`src/rtl/z80_bus_pkg.sv`:
```
// Shared types and constants for the Z80 bus master and its helpers.
//   bus_state_e : memory-cycle sequencer states
//   STROBE_OFF  : idle value of {nMREQ, nRD, nWR}
package z80_bus_pkg;

    localparam int unsigned ADDR_W_DEF = 16;
    localparam int unsigned DATA_W_DEF = 8;
    localparam int unsigned WAIT_W     = 8;
    localparam int unsigned STROBE_W   = 3;

    typedef enum logic [2:0] {
        IDLE = 3'd0,
        T1   = 3'd1,
        T2   = 3'd2,
        TW   = 3'd3,
        T3   = 3'd4
    } bus_state_e;

    // {nMREQ, nRD, nWR} all deasserted
    localparam logic [STROBE_W-1:0] STROBE_OFF = 3'b111;

endpackage

```
`src/rtl/z80_wait_timer.sv`:
```
// Wait-state counter for Z80 bus cycles.
//   clk, rst   : clock, synchronous active-high reset
//   i_clr      : clear count to zero
//   i_en       : increment count
//   o_expired  : count has reached MAX_WAIT
module z80_wait_timer
    import z80_bus_pkg::*;
#(
    parameter int unsigned MAX_WAIT = 15
) (
    input  logic clk,
    input  logic rst,
    input  logic i_clr,
    input  logic i_en,
    output logic o_expired
);

    logic [WAIT_W-1:0] r_count;

    always_ff @(posedge clk) begin
        if (rst || i_clr) begin
            r_count <= '0;
        end else if (i_en) begin
            r_count <= r_count + WAIT_W'(1);
        end
    end

    assign o_expired = (r_count == WAIT_W'(MAX_WAIT));

endmodule

```
`src/rtl/z80_bus_master.sv`:
```
// Command/response initiator that runs Z80-timed memory cycles
// (T1-T2-Tw-T3) on the CPU-side bus.
//   cmd_*      : command handshake (valid/ready, we, addr, wdata)
//   rsp_*      : one-cycle completion pulse with read data and timeout error
//   bus_*      : address, write data + drive enable, read data
//   nMREQ/nRD/nWR : active-low strobes, nWAIT : active-low wait request
module z80_bus_master
    import z80_bus_pkg::*;
#(
    parameter int unsigned ADDR_W   = ADDR_W_DEF,
    parameter int unsigned DATA_W   = DATA_W_DEF,
    parameter int unsigned MAX_WAIT = 15
) (
    input  logic              clk,
    input  logic              rst,
    input  logic              cmd_valid,
    output logic              cmd_ready,
    input  logic              cmd_we,
    input  logic [ADDR_W-1:0] cmd_addr,
    input  logic [DATA_W-1:0] cmd_wdata,
    output logic              rsp_valid,
    output logic [DATA_W-1:0] rsp_rdata,
    output logic              rsp_err,
    output logic [ADDR_W-1:0] bus_addr,
    output logic [DATA_W-1:0] bus_data_out,
    output logic              bus_data_oe,
    input  logic [DATA_W-1:0] bus_data_in,
    output logic              nMREQ,
    output logic              nRD,
    output logic              nWR,
    input  logic              nWAIT
);

    bus_state_e          r_state;
    bus_state_e          w_next_state;

    logic                r_we;
    logic [ADDR_W-1:0]   r_addr;
    logic [DATA_W-1:0]   r_wdata;
    logic                r_err;

    logic [STROBE_W-1:0] r_strobe;
    logic                r_oe;
    logic [ADDR_W-1:0]   r_bus_addr;
    logic [DATA_W-1:0]   r_bus_data_out;
    logic                r_rsp_valid;
    logic                r_rsp_err;
    logic [DATA_W-1:0]   r_rsp_rdata;

    logic                w_accept;
    logic                w_expired;
    logic                w_abort;
    logic                w_tmr_clr;
    logic                w_tmr_en;
    logic                w_we;
    logic [ADDR_W-1:0]   w_lat_addr;
    logic [DATA_W-1:0]   w_lat_wdata;
    logic [STROBE_W-1:0] w_strobe;
    logic                w_oe;
    logic [ADDR_W-1:0]   w_addr;
    logic [DATA_W-1:0]   w_dout;

    assign cmd_ready = (r_state == IDLE) && !rst;
    assign w_accept  = cmd_valid && cmd_ready;
    assign w_abort   = (r_state == TW) && !nWAIT && w_expired;

    // Outputs are registered from the next state, so the accepting cycle
    // must forward the command fields that are being latched at that edge.
    assign w_we        = w_accept ? cmd_we    : r_we;
    assign w_lat_addr  = w_accept ? cmd_addr  : r_addr;
    assign w_lat_wdata = w_accept ? cmd_wdata : r_wdata;

    // Counter is zero entering T2; first low nWAIT sample loads 1
    assign w_tmr_clr = (r_state != T2) && (r_state != TW);
    assign w_tmr_en  = !nWAIT && ((r_state == T2) || ((r_state == TW) && !w_expired));

    z80_wait_timer #(
        .MAX_WAIT (MAX_WAIT)
    ) u_wait_timer (
        .clk       (clk),
        .rst       (rst),
        .i_clr     (w_tmr_clr),
        .i_en      (w_tmr_en),
        .o_expired (w_expired)
    );

    // State register
    always_ff @(posedge clk) begin
        if (rst) begin
            r_state <= IDLE;
        end else begin
            r_state <= w_next_state;
        end
    end

    // Next-state logic
    always_comb begin
        w_next_state = r_state;
        case (r_state)
            IDLE: if (w_accept) w_next_state = T1;
            T1:   w_next_state = T2;
            T2:   w_next_state = nWAIT ? T3 : TW;
            TW:   if (nWAIT || w_expired) w_next_state = T3;
            T3:   w_next_state = IDLE;
            default: w_next_state = IDLE;
        endcase
    end

    // Bus output values for the upcoming state; address and data hold in IDLE
    always_comb begin
        w_strobe = STROBE_OFF;
        w_oe     = 1'b0;
        w_addr   = r_bus_addr;
        w_dout   = r_bus_data_out;
        case (w_next_state)
            T1: begin
                w_strobe[2] = 1'b0;
                w_strobe[1] = w_we;
                w_addr      = w_lat_addr;
                if (w_we) begin
                    w_oe   = 1'b1;
                    w_dout = w_lat_wdata;
                end
            end
            T2, TW, T3: begin
                w_strobe[2] = 1'b0;
                w_addr      = w_lat_addr;
                if (w_we) begin
                    w_strobe[0] = 1'b0;
                    w_oe        = 1'b1;
                    w_dout      = w_lat_wdata;
                end else begin
                    w_strobe[1] = 1'b0;
                end
            end
            default: ;
        endcase
    end

    // Command latch and timeout flag
    always_ff @(posedge clk) begin
        if (rst) begin
            r_we    <= 1'b0;
            r_addr  <= '0;
            r_wdata <= '0;
            r_err   <= 1'b0;
        end else if (w_accept) begin
            r_we    <= cmd_we;
            r_addr  <= cmd_addr;
            r_wdata <= cmd_wdata;
            r_err   <= 1'b0;
        end else if (w_abort) begin
            r_err   <= 1'b1;
        end
    end

    // Registered bus outputs
    always_ff @(posedge clk) begin
        if (rst) begin
            r_strobe       <= STROBE_OFF;
            r_oe           <= 1'b0;
            r_bus_addr     <= '0;
            r_bus_data_out <= '0;
        end else begin
            r_strobe       <= w_strobe;
            r_oe           <= w_oe;
            r_bus_addr     <= w_addr;
            r_bus_data_out <= w_dout;
        end
    end

    // Completion pulse in the IDLE cycle after T3; read data sampled at end of T3
    always_ff @(posedge clk) begin
        if (rst) begin
            r_rsp_valid <= 1'b0;
            r_rsp_err   <= 1'b0;
            r_rsp_rdata <= '0;
        end else begin
            r_rsp_valid <= (r_state == T3);
            r_rsp_err   <= (r_state == T3) && r_err;
            if ((r_state == T3) && !r_we) begin
                r_rsp_rdata <= bus_data_in;
            end
        end
    end

    assign nMREQ        = r_strobe[2];
    assign nRD          = r_strobe[1];
    assign nWR          = r_strobe[0];
    assign bus_data_oe  = r_oe;
    assign bus_addr     = r_bus_addr;
    assign bus_data_out = r_bus_data_out;
    assign rsp_valid    = r_rsp_valid;
    assign rsp_err      = r_rsp_err;
    assign rsp_rdata    = r_rsp_rdata;

endmodule

```
`config.mk`:
```
export PLATFORM = sky130hd
export DESIGN_NAME = z80_bus_master
export DESIGN_NICKNAME = d
export VERILOG_FILES = /design/src/rtl/z80_bus_pkg.sv /design/src/rtl/z80_wait_timer.sv /design/src/rtl/z80_bus_master.sv
export SDC_FILE = /design/constraint.sdc
export NUM_CORES = 1
export LEC_CHECK = 0
export BUFFER_PORTS_ARGS = -buffer_cell sky130_fd_sc_hd__buf_2
export CORE_MARGIN = 4
export CORE_UTILIZATION = 51
export DETAILED_ROUTE_END_ITERATION = 8
export PLACE_DENSITY = 0.79
export SYNTH_ARGS = -nofsm -noshare
export SYNTH_HDL_FRONTEND = slang
export SYNTH_HIERARCHICAL = 1
export SYNTH_SLANG_ARGS = --single-unit
```
`constraint.sdc`:
```
create_clock -name clk -period 2.49 [get_ports clk]
set_input_delay 0.1245 -clock clk [delete_from_list [all_inputs] [get_ports clk]]
set_output_delay 0.1245 -clock clk [all_outputs]
set_load 0.05 [all_outputs]
```
# Word level (Yosys, flattened, before mapping)
# Index checks and enable logic that the tools add are counted.
# Widths: inputs -> output; s select.
# word_totals
regBits	75
inputBits	37
out_inout_bits	39
# classes
addsub	1
n_eq_ne	11
n_mux	10
bitwise	2
reduce_logical	23
# ops
cell	count
$mux 16	1
$eq 3x2->1 const B	4
$pmux 3 s4	1
$logic_and 1x1->1	9
$mux 3	3
$add 8x1->8 const B	1
$eq 8x4->1 const B	1
$mux 8	1
$eq 3x1->1 const B	2
$eq 3x3->1 const B	2
$ne 3x2->1 const B	2
$reduce_or 2->1	3
$logic_not 1->1	4
$pmux 2 s2	1
$reduce_or 4->1	1
$logic_not 3->1	1
$logic_or 1x1->1	3
$mux 1	3
$reduce_or 3->1	1
$not 1->1	2
$reduce_and 2->1	1

# Longest topological paths before layout
# logic_depth
depth_word	9
ltp_mapped	10
ltp_nobuf	9

# Modules after synthesis
# Netlist, hierarchy kept.
# by_module_without_submodules
module	instances	cells_each	area_per_inst_um2
z80_bus_master	1	217	2279.7
z80_wait_timer	1	40	357.8

# Worst setup path before layout
# Ideal clock, no wire load.
# synth_path
kind	reg-to-reg
startpoint	register r_state[0]
endpoint	register r_bus_data_out[6], in the netlist bus_data_out[6]
setup_ps	86
arrival_time_ps	1724
slack_ps	681
stages_incl_launch_ff	7
path_buffers	1
cell_sequence	dfxtp_1 > or4_4 > clkinv_2 > nand2_4 > buf_6 > mux2i_1 > a211oi_1
# synth_between
elab_chain_cells	8
word_cells_on_any_way	17
# synth_lines
element	line	text
start: declaration	z80_bus_master.sv:34	bus_state_e r_state;
start signal: assignment	z80_bus_master.sv:92	r_state <= w_next_state;
$logic_not 3->1 (*)	z80_bus_master.sv:63	assign cmd_ready = (r_state == IDLE) && !rst;
$logic_and 1x1->1 (*)	z80_bus_master.sv:63	
via cmd_ready	z80_bus_master.sv:17	output logic cmd_ready,
$logic_and 1x1->1 (*)	z80_bus_master.sv:64	assign w_accept = cmd_valid && cmd_ready;
$mux 3	z80_bus_master.sv:100	IDLE: if (w_accept) w_next_state = T1;
$pmux 3 s4	z80_bus_master.sv:99	case (r_state)
$eq 3x2->1 (tied with other cells)	z80_bus_master.sv:115	case (w_next_state)
$reduce_or 4->1 (no source line)	n/a	
$reduce_and 2->1 (no source line)	n/a	
end signal: assignment	z80_bus_master.sv:168	r_bus_data_out <= w_dout;
end: declaration	z80_bus_master.sv:45	logic [DATA_W-1:0] r_bus_data_out;
# Mark *: on every way through the listed nets, which the timed path passes. The rest lies on a longest branch.
# A chain may end at the register's enable or synchronous reset.

# Worst setup path in the final report
# layout_path
startpoint	register u_wait_timer.r_count[0]
endpoint	register u_wait_timer.r_count[5]
# layout_between
elab_chain_cells	5
word_cells_on_any_way	6
# layout_lines
element	line	text
start: declaration	z80_wait_timer.sv:18	logic [WAIT_W-1:0] r_count;
start signal: assignment	z80_wait_timer.sv:24	r_count <= r_count + WAIT_W'(1);
$eq 8x4->1	z80_wait_timer.sv:28	assign o_expired = (r_count == WAIT_W'(MAX_WAIT));
via w_expired	z80_bus_master.sv:51	logic w_expired;
$logic_not 1->1	z80_bus_master.sv:75	assign w_tmr_en = !nWAIT && ((r_state == T2) || ((r_state == TW) && !w_expired));
$logic_and 1x1->1	z80_bus_master.sv:75	
$logic_or 1x1->1	z80_bus_master.sv:75	
$logic_and 1x1->1	z80_bus_master.sv:75	
via w_tmr_en	z80_bus_master.sv:54	logic w_tmr_en;
# The timed path passes the listed nets, and every way through them passes these cells.

==> summary.txt <==
Synth
  – Most area-hungry cell type in the Yosys netlist: dfxtp_1
  – Register area share after synthesis: a little under three fifths
  – Largest cells by area after synthesis: dfxtp_1, mux2i_1, nor2_1
  – Synth Cell Area: approximately 2600 um^2
  – Main synth FF type: dfxtp_1
  – Seq cells post-synth: 75
  – Syn_nets: 295
  – Yosys top cell area share: 56.93%
  – Most frequent cells after synthesis: dfxtp_1, nor2_1, mux2i_1, nand2_1, o2bb2ai_1
  – Post-synth EDFFs: 0
  – Post-Syn Area per Cell: 10.26 um^2
  – Distinct cells, synth: 33
  – Synth Instances: approximately 260
  – FFs w/ async S/R, synth: 0%
  – Most frequent cell after synthesis: dfxtp_1
  – Synth warn: 6

Clocking
  – # clock sinks: 75
  – Clock buffer depth: 2
  – Total CTS buffers: 9
  – CTS tree: yes
  – H-tree depth: 3
  – Clock input transition at the sequential cells of the worst setup and hold paths: 0.07 ns
  – Setup bufs post-CTS: 0
  – CTS resizes: 0
  – Root Driver: clkbuf_8
  – Clock latency on the worst-skew pair: around 0.35 ns

GRT
  – Initial antenna violation count: 0
  – First-pass GRT wire length: 8990 um
  – Largest net degree at the start of global routing: 50
  – Grt total ovfl: 0
  – Tot GR Track Use: 18.31%
  – Number of global-route vias before repair: about 2000

Job
  – Max-cap violation count: 0

Setup path
  – WP data required: about 2.8 ns
  – CP Capture Type: register
  – Most frequent CP cell: a21oi_1
  – Largest stage delay on the critical path: a little under 0.4 ns
  – Critical Path Slowest Stage Cell: or3_1
  – CP top delay family: simple AND/OR/NAND/NOR gates
  – CP arrival: about 2.2 ns
  – WP buf/inv: 1
  – Crit path launch type: register
  – Crit Path Class: register to register
  – CP Max Fanout: 6
  – CP Cell Sequence: ha_1 > nand4b_1 > nor4_1 > a21oi_1 > nand2b_1 > inv_1 > nand4_2 > or3_1 > a21oi_1

Placement
  – IO Port Bufs: 75
  – # placed instances: 387
  – Placer Congestion: 0.7364
  – Dpl ws: between 0.5 and 0.6 ns
  – Dpl hpwl: approximately 3600 um

Status
  – Status: complete, no violations

Timing
  – Fmax: around 510 MHz
  – Slew Viols, Final: 0
  – RSZ-0062 raised after global routing: no
  – Final setup TNS: 0 ns
  – Final min period: approximately 2.0 ns
  – Final hold slack: 0.02113 ns
  – Slew headroom: a little under a fifth
  – Endpoints failing setup: 0
  – Fin. Hold Viols: 0
  – Period utilisation layout: roughly 80%
  – Clock Skew: 0.006397 ns
  – Worst Tran Pin Value: 1.224 ns
  – Setup ws final: approximately 0.54 ns

Route
  – Drt pass-1 iters: 4
  – Total routed wirelength: approximately 5500 um
  – Wire per inst: 13.44 um
  – Vias: between 2000 and 2500
  – Remaining DRCs: 0
  – DRT iter0 DRCs: 69
  – Final antenna-violating net count: 0
  – DR vias/cell: 5.069

Die
  – IO Pins: 76
  – Die span in x: roughly 80 um
  – DIE HEIGHT: 79.92 um
  – Starting density of the core: about 54%
  – Die area: 6386 um^2
  – Num rows: 25
  – Core area: just under 5000 um^2

Cells and area
  – Number of diodes: 0
  – Net count, final: 374
  – Fill cells: 407
  – Share of cells above drive strength 1: 28.53%
  – Non-filler cells, final: a little over 400
  – Area Overhead vs Synth: 24.15%

Power and ir drop
  – Power Dens Cells: ~770 nW/um^2
  – Worst VDD drop: between 400 and 500 uV
  – Leakage: ~0.0015 uW
  – Total Power: 2520 uW

Min path
  – Hold Crit Class: primary input to register
## routing by layer
| layer | wire (um) | GRT usage [%] |
|---|---|---|
| met5 | 0 | 0 |
| met4 | 113 | 9.122 |
| met3 | 451 | 6.998 |
| met2 | 2452 | 28.48 |
| met1 | 2452 | 21.99 |
## final timing paths
kind / slack, ns / cells after the start / end / start
worst min-delay path: 0.02 / 3 / rsp_rdata[3]$_SDFFE_PP0P_ / bus_data_in[3]
worst min register to register: 0.45 / 2 / rsp_rdata[5]$_SDFFE_PP0P_ / rsp_rdata[5]$_SDFFE_PP0P_
worst max register to register: 0.54 / 9 / u_wait_timer/r_count[5]$_SDFFE_PP0P_ / u_wait_timer/r_count[0]$_SDFFE_PP0P_
worst max-delay path: 0.54 / 9 / u_wait_timer/r_count[5]$_SDFFE_PP0P_ / u_wait_timer/r_count[0]$_SDFFE_PP0P_
## layout by cell type (no fill, tap or decap), drive strengths merged, types with 2 or more instances in the layout
cell type,synthesis,layout
or3,4,4
inv,3,3
or4,2,2
mux2i,25,25
dlygate4sd3,0,5
buf,4,76
nor2,46,46
o2bb2ai,16,16
clkinv,1,3
nand2b,3,3
dfxtp,75,75
nor3,3,3
xor2,3,3
a21oi,14,14
nand4,3,3
a211oi,9,9
clkbuf,9,11
nand2,22,22
nand3,3,3
o21ai,3,3
## through the flow
stage / instance area, um^2 / utilization (%)
floorplan: 2638 / -
global placement: 3032 / 62.13
detailed placement: 3032 / 62.13
CTS: 3274 / 67.10
global route: 3274 / 67.10
finish: 3274 / 67.10
## where the power goes
part / switching, uW / leakage, uW / total, uW / internal [uW]
combinational: 229 / 0.000790 / 330 / 102
clock: 428 / 0.0000954 / 913 / 485
sequential: 23.3 / 0.000610 / 1280 / 1250
total: 680 / 0.00150 / 2520 / 1840
## worst register-to-register path, stage by stage (launching register included)
cell and delay (ns):
dfxtp_1 0.34, ha_1 0.25, nand4b_1 0.09, nor4_1 0.06, a21oi_1 0.17, nand2b_1 0.09, inv_1 0.18, nand4_2 0.17
or3_1 0.39, a21oi_1 0.14
## layout make-up
cell class              instances  area, um^2  share of cell area, %
well taps                      67       83.83                  2.560
clock inverters                 4       51.30                  1.567
multi-input cells             165        1047                  31.98
inverters                       4       16.27                 0.4968
flip-flops and latches         75        1501                  45.85
clock buffers                  11       141.4                  4.318
repair buffers                 81       432.9                  13.22
## repair_timing
item | in CTS | in global routing
endpoints found under the setup margin | 0 | 0
hold endpoints to repair | 5 | 0
hold buffers | 5 | 0
## flip-flops by register name (all words and copies together) (netlist names), 3 cells and up
register              flops
bus_addr                 16
r_addr                   16
bus_data_out              8
r_wdata                   8
rsp_rdata                 8
u_wait_timer/r_count      8
r_state                   3
r_strobe                  3
## kinds of logic (layout without fill, tap and decap cells)
kind of cell / count (synthesis) / count (layout) / synth area share [%]
flip-flops: 75 / 75 / 56.93
AND/OR/NAND/NOR: 91 / 91 / 15.80
multiplexers: 25 / 25 / 9.488
buffers and inverters: 17 / 100 / 3.368
AO/OA/AOI/OAI: 44 / 44 / 12.62
XOR/XNOR: 4 / 4 / 1.329
adder cells (fa/ha/maj): 1 / 1 / 0.4743
Power figures use the tool's default switching activity.
